**config.mk**
```make
export PLATFORM = sky130hd
export DESIGN_NAME = rob_unit_flat
export DESIGN_NICKNAME = d
export VERILOG_FILES = /design/src/rtl/rob_unit_if.sv /design/src/rtl/rob_unit.sv /design/src/flat_wrapper.sv
export SDC_FILE = /design/constraint.sdc
export NUM_CORES = 2
export LEC_CHECK = 0
export ABC_AREA = 1
export CAP_MARGIN = 25
export CORE_ASPECT_RATIO = 0.6
export CORE_MARGIN = 1.5
export CORE_UTILIZATION = 54
export DETAILED_ROUTE_END_ITERATION = 8
export DONT_BUFFER_PORTS = 1
export GPL_ROUTABILITY_DRIVEN = 0
export PLACE_DENSITY = 0.77
export SLEW_MARGIN = 20
export SYNTH_ARGS = -nofsm -noshare
export SYNTH_HDL_FRONTEND = slang
export SYNTH_SLANG_ARGS = --single-unit
```
**constraint.sdc**
```tcl
create_clock -name clk -period 18.8 [get_ports clk]
set_input_delay 1.88 -clock clk [delete_from_list [all_inputs] [get_ports clk]]
set_output_delay 1.88 -clock clk [all_outputs]
set_load 0.05 [all_outputs]
```
**src/rtl/rob_unit_if.sv**
```systemverilog
// Bundled decode / query / CDB / commit signals of the reorder buffer.
// The slave modport is the ROB side; master is the decoder/RS/LSB/IF side.
interface rob_unit_if #(parameter int ID_WIDTH = 4);
  logic                rdy_in;
  logic                dec2rob_en;
  logic [4:0]          dec_rd;
  logic                dec_isBranch, dec_isStore;
  logic [31:0]         dec_predPC;
  logic [ID_WIDTH-1:0] newTag;
  logic                isFull;
  logic [ID_WIDTH-1:0] query1_lab, query2_lab;
  logic                ready1, ready2;
  logic [31:0]         res1, res2;
  logic                rs_cdb_valid, lsb_cdb_valid;
  logic [ID_WIDTH-1:0] rs_cdb2lab, lsb_cdb2lab;
  logic [31:0]         rs_cdb2val, lsb_cdb2val;
  logic                commit_en;
  logic [4:0]          commit_rd;
  logic [31:0]         commit_val;
  logic [ID_WIDTH-1:0] commit_lab;
  logic                store_commit, flush;
  logic [31:0]         rob2if_newPC;

  modport slave (
    input  rdy_in, dec2rob_en, dec_rd, dec_isBranch, dec_isStore, dec_predPC,
           query1_lab, query2_lab, rs_cdb_valid, lsb_cdb_valid,
           rs_cdb2lab, lsb_cdb2lab, rs_cdb2val, lsb_cdb2val,
    output newTag, isFull, ready1, ready2, res1, res2, commit_en, commit_rd,
           commit_val, commit_lab, store_commit, flush, rob2if_newPC
  );

  modport master (
    output rdy_in, dec2rob_en, dec_rd, dec_isBranch, dec_isStore, dec_predPC,
           query1_lab, query2_lab, rs_cdb_valid, lsb_cdb_valid,
           rs_cdb2lab, lsb_cdb2lab, rs_cdb2val, lsb_cdb2val,
    input  newTag, isFull, ready1, ready2, res1, res2, commit_en, commit_rd,
           commit_val, commit_lab, store_commit, flush, rob2if_newPC
  );
endinterface

```
**src/rtl/rob_unit.sv**
```systemverilog
// Reorder buffer: circular queue of ROB_SIZE entries, in-order single commit, branch flush.
// Define ROB_BYPASS_EN to forward same-cycle CDB broadcasts to operand queries.

// One ROB slot; priority clear > alloc > retire > CDB capture.
module rob_entry (
  input  logic        clk,
  input  logic        rst,
  input  logic        rdy,
  input  logic        clr,
  input  logic        alloc,
  input  logic        retire,
  input  logic [4:0]  alloc_rd,
  input  logic        alloc_br,
  input  logic        alloc_st,
  input  logic [31:0] alloc_pc,
  input  logic        wr,
  input  logic [31:0] wr_val,
  output logic        busy,
  output logic        ready,
  output logic [31:0] value,
  output logic [4:0]  rd,
  output logic        is_branch,
  output logic        is_store,
  output logic [31:0] pred_pc
);
  always_ff @(posedge clk or posedge rst) begin
    if (rst) begin
      busy      <= 1'b0;
      ready     <= 1'b0;
      value     <= '0;
      rd        <= '0;
      is_branch <= 1'b0;
      is_store  <= 1'b0;
      pred_pc   <= '0;
    end else if (rdy) begin
      if (clr) begin
        busy  <= 1'b0;
        ready <= 1'b0;
      end else if (alloc) begin
        busy      <= 1'b1;
        ready     <= 1'b0;
        value     <= '0;
        rd        <= alloc_rd;
        is_branch <= alloc_br;
        is_store  <= alloc_st;
        pred_pc   <= alloc_pc;
      end else if (retire) begin
        busy  <= 1'b0;
        ready <= 1'b0;
      end else if (busy && wr) begin
        ready <= 1'b1;
        value <= wr_val;
      end
    end
  end
endmodule

module rob_unit #(
  parameter int ROB_SIZE = 8,
  parameter int ID_WIDTH = 4
) (
  input logic       clk,
  input logic       rst_in,
  rob_unit_if.slave io
);
  localparam int IDX_W = $clog2(ROB_SIZE);
  localparam logic [IDX_W:0] FULL_CNT = (IDX_W+1)'(ROB_SIZE);

  typedef struct packed {
    logic        ready;
    logic [31:0] val;
  } qry_rsp_t;

  logic [IDX_W-1:0] head, tail;
  logic [IDX_W:0]   count;

  logic [ROB_SIZE-1:0]       e_busy, e_ready, e_br, e_st;
  logic [ROB_SIZE-1:0][31:0] e_val, e_pc;
  logic [ROB_SIZE-1:0][4:0]  e_rd;

  logic is_full, do_commit, mispred, do_alloc;

  assign is_full   = (count == FULL_CNT);
  assign io.isFull = is_full;
  assign io.newTag = ID_WIDTH'(tail) + ID_WIDTH'(1);

  assign do_commit = io.rdy_in && e_busy[head] && e_ready[head];
  assign mispred   = do_commit && e_br[head] && (e_val[head] != e_pc[head]);
  // A mispredict clears every slot on this edge, so an allocation now would be lost anyway.
  assign do_alloc  = io.rdy_in && io.dec2rob_en && !is_full && !io.flush && !mispred;

  genvar i;
  generate
    for (i = 0; i < ROB_SIZE; i++) begin : g_ent
      logic rs_hit, lsb_hit;
      assign rs_hit  = io.rs_cdb_valid  && (io.rs_cdb2lab  == ID_WIDTH'(i + 1));
      assign lsb_hit = io.lsb_cdb_valid && (io.lsb_cdb2lab == ID_WIDTH'(i + 1));

      rob_entry u_ent (
        .clk      (clk),
        .rst      (rst_in),
        .rdy      (io.rdy_in),
        .clr      (mispred),
        .alloc    (do_alloc && (tail == IDX_W'(i))),
        .retire   (do_commit && (head == IDX_W'(i))),
        .alloc_rd (io.dec_rd),
        .alloc_br (io.dec_isBranch),
        .alloc_st (io.dec_isStore),
        .alloc_pc (io.dec_predPC),
        .wr       (rs_hit || lsb_hit),
        .wr_val   (rs_hit ? io.rs_cdb2val : io.lsb_cdb2val),
        .busy     (e_busy[i]),
        .ready    (e_ready[i]),
        .value    (e_val[i]),
        .rd       (e_rd[i]),
        .is_branch(e_br[i]),
        .is_store (e_st[i]),
        .pred_pc  (e_pc[i])
      );
    end
  endgenerate

  function automatic qry_rsp_t lookup(input logic [ID_WIDTH-1:0] lab,
                                      input logic [ROB_SIZE-1:0] rdy_v,
                                      input logic [ROB_SIZE-1:0][31:0] val_v);
    qry_rsp_t         r;
    logic [IDX_W-1:0] idx;
    idx     = IDX_W'(lab - ID_WIDTH'(1));
    r.ready = 1'b1;
    r.val   = '0;
    if (lab != '0) begin
      r.ready = rdy_v[idx];
      r.val   = val_v[idx];
    end
    return r;
  endfunction

  qry_rsp_t q1, q2;

  always_comb begin
    q1 = lookup(io.query1_lab, e_ready, e_val);
    q2 = lookup(io.query2_lab, e_ready, e_val);
`ifdef ROB_BYPASS_EN
    // rs applied last so it wins over lsb on an identical tag
    if (io.query1_lab != '0 && io.lsb_cdb_valid && io.lsb_cdb2lab == io.query1_lab) q1 = {1'b1, io.lsb_cdb2val};
    if (io.query1_lab != '0 && io.rs_cdb_valid  && io.rs_cdb2lab  == io.query1_lab) q1 = {1'b1, io.rs_cdb2val};
    if (io.query2_lab != '0 && io.lsb_cdb_valid && io.lsb_cdb2lab == io.query2_lab) q2 = {1'b1, io.lsb_cdb2val};
    if (io.query2_lab != '0 && io.rs_cdb_valid  && io.rs_cdb2lab  == io.query2_lab) q2 = {1'b1, io.rs_cdb2val};
`endif
  end

  assign io.ready1 = q1.ready;
  assign io.res1   = q1.val;
  assign io.ready2 = q2.ready;
  assign io.res2   = q2.val;

  always_ff @(posedge clk or posedge rst_in) begin
    if (rst_in) begin
      head            <= '0;
      tail            <= '0;
      count           <= '0;
      io.commit_en    <= 1'b0;
      io.store_commit <= 1'b0;
      io.flush        <= 1'b0;
      io.rob2if_newPC <= '0;
      io.commit_rd    <= '0;
      io.commit_val   <= '0;
      io.commit_lab   <= '0;
    end else if (!io.rdy_in) begin
      io.commit_en    <= 1'b0;
      io.store_commit <= 1'b0;
      io.flush        <= 1'b0;
    end else begin
      io.commit_en    <= 1'b0;
      io.store_commit <= 1'b0;
      io.flush        <= 1'b0;
      if (mispred) begin
        io.flush        <= 1'b1;
        io.rob2if_newPC <= e_val[head];
        head            <= '0;
        tail            <= '0;
        count           <= '0;
      end else begin
        if (do_commit) begin
          head          <= head + 1'b1;
          io.commit_lab <= ID_WIDTH'(head) + ID_WIDTH'(1);
          if (e_st[head]) begin
            io.store_commit <= 1'b1;
          end else if (!e_br[head]) begin
            io.commit_en  <= 1'b1;
            io.commit_rd  <= e_rd[head];
            io.commit_val <= e_val[head];
          end
        end
        if (do_alloc) tail <= tail + 1'b1;
        if (do_alloc && !do_commit)      count <= count + 1'b1;
        else if (!do_alloc && do_commit) count <= count - 1'b1;
      end
    end
  end
endmodule

```
**src/flat_wrapper.sv**
```systemverilog
// flat-port wrapper written by rule: the top's interface ports become plain ports
module rob_unit_flat 
#(
  parameter int ROB_SIZE = 8,
  parameter int ID_WIDTH = 4
)
  (clk, rst_in, io_rdy_in, io_dec2rob_en, io_dec_rd, io_dec_isBranch, io_dec_isStore, io_dec_predPC, io_query1_lab, io_query2_lab, io_rs_cdb_valid, io_lsb_cdb_valid, io_rs_cdb2lab, io_lsb_cdb2lab, io_rs_cdb2val, io_lsb_cdb2val, io_newTag, io_isFull, io_ready1, io_ready2, io_res1, io_res2, io_commit_en, io_commit_rd, io_commit_val, io_commit_lab, io_store_commit, io_flush, io_rob2if_newPC);
  rob_unit_if #(.ID_WIDTH(ID_WIDTH)) io_i ();
  input logic clk;
  input logic rst_in;
  input wire logic [$bits(io_i.rdy_in)-1:0] io_rdy_in;
  input wire logic [$bits(io_i.dec2rob_en)-1:0] io_dec2rob_en;
  input wire logic [$bits(io_i.dec_rd)-1:0] io_dec_rd;
  input wire logic [$bits(io_i.dec_isBranch)-1:0] io_dec_isBranch;
  input wire logic [$bits(io_i.dec_isStore)-1:0] io_dec_isStore;
  input wire logic [$bits(io_i.dec_predPC)-1:0] io_dec_predPC;
  input wire logic [$bits(io_i.query1_lab)-1:0] io_query1_lab;
  input wire logic [$bits(io_i.query2_lab)-1:0] io_query2_lab;
  input wire logic [$bits(io_i.rs_cdb_valid)-1:0] io_rs_cdb_valid;
  input wire logic [$bits(io_i.lsb_cdb_valid)-1:0] io_lsb_cdb_valid;
  input wire logic [$bits(io_i.rs_cdb2lab)-1:0] io_rs_cdb2lab;
  input wire logic [$bits(io_i.lsb_cdb2lab)-1:0] io_lsb_cdb2lab;
  input wire logic [$bits(io_i.rs_cdb2val)-1:0] io_rs_cdb2val;
  input wire logic [$bits(io_i.lsb_cdb2val)-1:0] io_lsb_cdb2val;
  output wire logic [$bits(io_i.newTag)-1:0] io_newTag;
  output wire logic [$bits(io_i.isFull)-1:0] io_isFull;
  output wire logic [$bits(io_i.ready1)-1:0] io_ready1;
  output wire logic [$bits(io_i.ready2)-1:0] io_ready2;
  output wire logic [$bits(io_i.res1)-1:0] io_res1;
  output wire logic [$bits(io_i.res2)-1:0] io_res2;
  output wire logic [$bits(io_i.commit_en)-1:0] io_commit_en;
  output wire logic [$bits(io_i.commit_rd)-1:0] io_commit_rd;
  output wire logic [$bits(io_i.commit_val)-1:0] io_commit_val;
  output wire logic [$bits(io_i.commit_lab)-1:0] io_commit_lab;
  output wire logic [$bits(io_i.store_commit)-1:0] io_store_commit;
  output wire logic [$bits(io_i.flush)-1:0] io_flush;
  output wire logic [$bits(io_i.rob2if_newPC)-1:0] io_rob2if_newPC;
  assign io_i.rdy_in = io_rdy_in;
  assign io_i.dec2rob_en = io_dec2rob_en;
  assign io_i.dec_rd = io_dec_rd;
  assign io_i.dec_isBranch = io_dec_isBranch;
  assign io_i.dec_isStore = io_dec_isStore;
  assign io_i.dec_predPC = io_dec_predPC;
  assign io_i.query1_lab = io_query1_lab;
  assign io_i.query2_lab = io_query2_lab;
  assign io_i.rs_cdb_valid = io_rs_cdb_valid;
  assign io_i.lsb_cdb_valid = io_lsb_cdb_valid;
  assign io_i.rs_cdb2lab = io_rs_cdb2lab;
  assign io_i.lsb_cdb2lab = io_lsb_cdb2lab;
  assign io_i.rs_cdb2val = io_rs_cdb2val;
  assign io_i.lsb_cdb2val = io_lsb_cdb2val;
  assign io_newTag = io_i.newTag;
  assign io_isFull = io_i.isFull;
  assign io_ready1 = io_i.ready1;
  assign io_ready2 = io_i.ready2;
  assign io_res1 = io_i.res1;
  assign io_res2 = io_i.res2;
  assign io_commit_en = io_i.commit_en;
  assign io_commit_rd = io_i.commit_rd;
  assign io_commit_val = io_i.commit_val;
  assign io_commit_lab = io_i.commit_lab;
  assign io_store_commit = io_i.store_commit;
  assign io_flush = io_i.flush;
  assign io_rob2if_newPC = io_i.rob2if_newPC;
  rob_unit #(.ROB_SIZE(ROB_SIZE), .ID_WIDTH(ID_WIDTH)) u_core (.clk(clk), .rst_in(rst_in), .io(io_i));
endmodule
```
After elaboration in Yosys (flattened, before gate mapping)
Index checks and enable logic that the tools add are counted.

Register bits: 670. Logic and storage cells: 382.

Reduce and logical (&&, ||, !) cells: 132. Bitwise logic cells: 3. Mux-type cells: 130. Equality and inequality tests: 40. Magnitude comparators: 3. $add $sub $neg: 8.

Operator list (count): $mux W32 (36); $bmux W32 S3 (4); $mux W1 (73); $mux W33 (2); $logic_and A1 B1 Y1 (50); $reduce_and A2 Y1 (20); $reduce_bool A4 Y1 (10); $eq A4 B3 Y1 const B (8); $ne A32 B32 Y1 (1); $reduce_and A4 Y1 (8); $reduce_and A3 Y1 (9); $reduce_bool A3 Y1 (9); $eq A3 B3 Y1 const B (8); $reduce_bool A2 Y1 (10); $bmux W1 S3 (6); $eq A4 B2 Y1 const B (4); $ne A2 B2 Y1 const B (8); $bmux W5 S3 (1); $eq A3 B2 Y1 const B (4); $eq A4 B4 Y1 const B (3); $lt A3 B4 Y1 const B (3); $mux W3 (4); $mux W4 (3); $add A3 B1 Y4 const B (2); other kinds (12) (30).

Longest topological paths before layout
Depth in word-level cells: 13. Gate-level depth with buffers: 29. Depth with buffers taken out: 26.

Hierarchy
A second synthesis with hierarchy kept.

Cell total of the unflattened synthesis: 6440. Area total of the unflattened synthesis: 42813.6 sq um.

By module, submodules not included: rob_entry (cells each 330, instances 8, area an instance 3025.4 sq um); rob_unit (cells each 3800, instances 1, area an instance 18610.3 sq um).

Worst setup path after synthesis
Ideal clock, no wire load.

Path type: input-to-output. Start: input port io_query1_lab[0]. End: output port io_res1[29]. Required time: 16.920 ns. Setup slack: 12.445 ns. Buffers on the path: 4. Arrival time: 4.475 ns. Stages: 12. Cell sequence: inv_2 > clkbuf_1 > clkbuf_1 > ha_1 > clkbuf_1 > clkinv_1 > clkbuf_1 > a21oi_1 > o21ai_0 > nand3_1 > nand2_1 > a31oi_1.

Word-level cells in the longest chain between the ends: 4. Elaborated cells between the ends (all ways): 5.

RTL lines: start: declaration (line flat_wrapper.sv:17) `input wire logic [$bits(io_i.query1_lab)-1:0] io_query1_lab;`; $sub A3 B1 Y3 (line rob_unit.sv:128) `idx = IDX_W'(lab - ID_WIDTH'(1));`; $bmux W32 S3 (line rob_unit.sv:133) `r.val = val_v[idx];`; $mux W32 (not written as such) (line rob_unit.sv:133); $mux W33 (*) (line rob_unit.sv:131) `if (lab != '0) begin`; end: declaration (line flat_wrapper.sv:29) `output wire logic [$bits(io_i.res1)-1:0] io_res1;`.

Mark *: on every way between the ends. The rest lies on a longest branch, timed or not. The select of a mux whose other input is x is not followed.

Worst setup path in the final report
Start: input port io_query2_lab[0]. End: output port io_res2[8].

Word-level cells in the longest chain between the ends: 4. Elaborated cells between the ends (all ways): 5.

RTL lines: start: declaration (line flat_wrapper.sv:18) `input wire logic [$bits(io_i.query2_lab)-1:0] io_query2_lab;`; $sub A3 B1 Y3 (line rob_unit.sv:128); $bmux W32 S3 (line rob_unit.sv:133); $mux W32 (not written as such) (line rob_unit.sv:133); $mux W33 (*) (line rob_unit.sv:131); end: declaration (line flat_wrapper.sv:30) `output wire logic [$bits(io_i.res2)-1:0] io_res2;`.

Marked as above.

==> out/results.ini <==
[outcome]
outcome=finished with violations
violations=design-rule violations

[synthesis]
ys_top_cells_by_count=nand2_1, o21ai_0, nand3_1, dfrtp_1, inv_1
ys_ff_latch=670
syn_nets=6273
netlist.top_cell.by_area=dfrtp_1
synthDistinctLibCells=39
synth_ff_type=dfrtp_1
syn_area_mm2=0.0410
synth_top_area_frac=0.409
synth_cells=6129
ys_warn_count=0
synth_edf_count=0
syn_avg_cell_area_um2=6.69
yosys.cell_count.top_type=nand2_1
postSynth.asyncResetShare=1.00
ys_top_cells_by_area=dfrtp_1, nand2_1, o21ai_0
ys_seq_area_frac=0.409

[route]
wl_per_cell_um=22.7
viasPerCell=6.27
vias=43300
first_iter_violations=7486
drt-pass1-iter-count=9
drt-total-wl_um=157000
drc=1
ant_nets=0

[floorplanning]
num_rows=78
die_w_um=359
dieHeight_um=217
core-area_mm2=0.0753
initial_utilization=0.545
fp.dieArea_mm2=0.0777
pin_count=272

[sta]
clock_skew_ps=33.7
whs_ps=485
finalCritPeriodShare=0.423
setup_violations=0
finalSetupTns_ps=0
rsz0062_at_grt=no
hold_viol=0
relSlewSlack=0.212
max_freq_mhz=126
tightest_slew_ps=1180
drv_slew=0
timing.final.crit_period_ps=7950

[min_path]
hold_depth=2
min_path_type=flop to flop

[place]
hpwlAfterDp_um=93400
port_buffers=0
dp.cells=6769

[cells_and_area]
fin_util=0.581
multi_input_area_mm2=0.0203
drive_gt1_frac=0.0514
stdcell_count=6906
area.growth.synth_to_final_pct=6.61
fin_nets=5990
fillers=7122
register_area_mm2=0.0168

[power]
power.density_mw_per_mm2=173
leakage_nw=22.1
vdd_drop_max_mv=0.141
p_total_mw=7.55

[grt]
grt-ovfl-total=0
grt_max_degree=200
grt_pass1_vias=38900
grt_pass1_wl_um=238000
grt_use_total=0.397
antenna_found_initial=7

[clock_network]
insertion_delay_ps=680
numCtsBuffers=69
cts_tree=yes
cts_sinks=670
clk_path_buf_depth=3
htree_levels=3
clk_pin_slew_ps=60
cts_setup_buffers=0
root_buffer=clkbuf_16
postCtsHoldBufs=0
post_cts_resize_count=0

[setup_path]
start_kind=input pin
worst_path_most_repeated_cell=buf_4
rrSetupSlack_ps=11460
end_kind=primary output
cp_slowest_cell=a31oi_2
crit_type=input pin to primary output
cp_max_fo=157
cpPeakStageDelay_ps=840
worstPathCellList=clkinv_2 -> ha_2 -> buf_4 -> clkinv_1 -> buf_4 -> a21oi_1 -> o21ai_0 -> nand3_1 -> nand2_1 -> a31oi_2
reg2reg_depth=22
cp_data_arrival_time_ps=6070
critPathRequiredTime_ps=16920

[flow_run]
cap_viol_max_count=0

-- layout make-up --
class | count | share of cell area
clock buffer | 96 | 0.0445
clock inverter | 28 | 0.00855
inverter | 541 | 0.0469
antenna | 7 | 0.000400
timing repair buffer | 120 | 0.0233
tap | 1000 | 0.0286
sequential | 670 | 0.384
multi-input combinational | 4444 | 0.464
-- registers in the layout (all words and copies together) (netlist names), 5 cells and up --
signal,flops
u_core.g_ent.u_ent.ready,8
u_core.io.rob2if_newPC,32
u_core.g_ent.u_ent.pred_pc,256
u_core.g_ent.u_ent.rd,40
u_core.io.commit_rd,5
u_core.g_ent.u_ent.is_store,8
u_core.g_ent.u_ent.busy,8
u_core.g_ent.u_ent.value,256
u_core.io.commit_val,32
u_core.g_ent.u_ent.is_branch,8
-- worst paths after layout --
path,end,from
max in group asynchronous,u_core.g_ent[1].u_ent.value[17]$_DFFE_PP0P_,rst_in
hold reg to reg,u_core.g_ent[5].u_ent.pred_pc[31]$_DFFE_PP0P_,u_core.g_ent[5].u_ent.pred_pc[31]$_DFFE_PP0P_
setup / recovery,io_res2[8],io_query2_lab[0]
min in group asynchronous,u_core.io.commit_rd[4]$_DFFE_PP0P_,rst_in
hold / removal,u_core.g_ent[5].u_ent.pred_pc[31]$_DFFE_PP0P_,u_core.g_ent[5].u_ent.pred_pc[31]$_DFFE_PP0P_
setup reg to reg,u_core.g_ent[3].u_ent.value[9]$_DFFE_PP0P_,u_core.head[1]$_DFFE_PP0P_
-- kinds of logic after synthesis --
kind of cell / after synthesis / synth area share
adder cells (fa/ha/maj): 19 / 0.00598
AO/OA/AOI/OAI: 1398 / 0.174
XOR/XNOR: 4 / 0.000854
flip-flops: 670 / 0.409
buffers and inverters: 1015 / 0.102
AND/OR/NAND/NOR: 3023 / 0.309
-- per-stage QoR --
| step | instance area (µm²) | setup slack, ps |
|---|---|---|
| 2_1_floorplan | 41000 | 7760 |
| 3_3_place_gp | 41200 | 11470 |
| 3_5_place_dp | 41300 | 11400 |
| 4_1_cts | 43600 | 11390 |
| 5_1_grt | 43700 | 11070 |
| 6_report | 43700 | 10850 |
-- where the power goes --
part | switching (mW) | internal (mW)
clock network | 0.640 | 0.817
logic | 2.31 | 0.971
registers | 0.752 | 2.06
total | 3.71 | 3.84
-- per-layer routing --
metal / vias up / GRT usage / part of all wire / wire length, µm
met2: 3448 / 0.544 / 0.40 / 62400
met5: - / 0.0153 / 0.0013 / 208
li1: 19400 / - / - / -
met4: 6 / 0.188 / 0.051 / 8030
met1: 19800 / 0.537 / 0.38 / 59600
met3: 615 / 0.167 / 0.17 / 26600
-- worst max-delay path, delay by kind of cell --
kind	cells	cell delay, ps
adders and majority gates	1	520
and+or+nand+nor	2	170
buffers and inverters	4	2090
AOI/OAI and AO/OA	3	1160
-- cells in the final DEF, fill, tap and decap left out, types with 3 or more instances in the layout --
cell        count
clkbuf_16      69
o22ai_1        11
o221ai_1        5
clkinv_2       12
nand3_1       791
nand2_1      1976
and2_1          7
dfrtp_4         3
a31oi_1        47
dfrtp_1       667
bufinv_16       6
a21oi_1       284
o21ai_0       930
nor2_1        173
nor3_2          3
clkinv_1        4
a31oi_2        19
clkbuf_1       15
diode_2         7
o211ai_1       17
nand2_2         4
ha_1           16
clkbuf_8       12
inv_6           4
nand4_1        35
buf_12          6
inv_1         521
clkinvlp_4      4
buf_4         109
o21ai_1        82
inv_2          10
nor3_1          8
nor2_4          8
nand4_4         6
No activity file was read; power rests on OpenSTA's default activity.
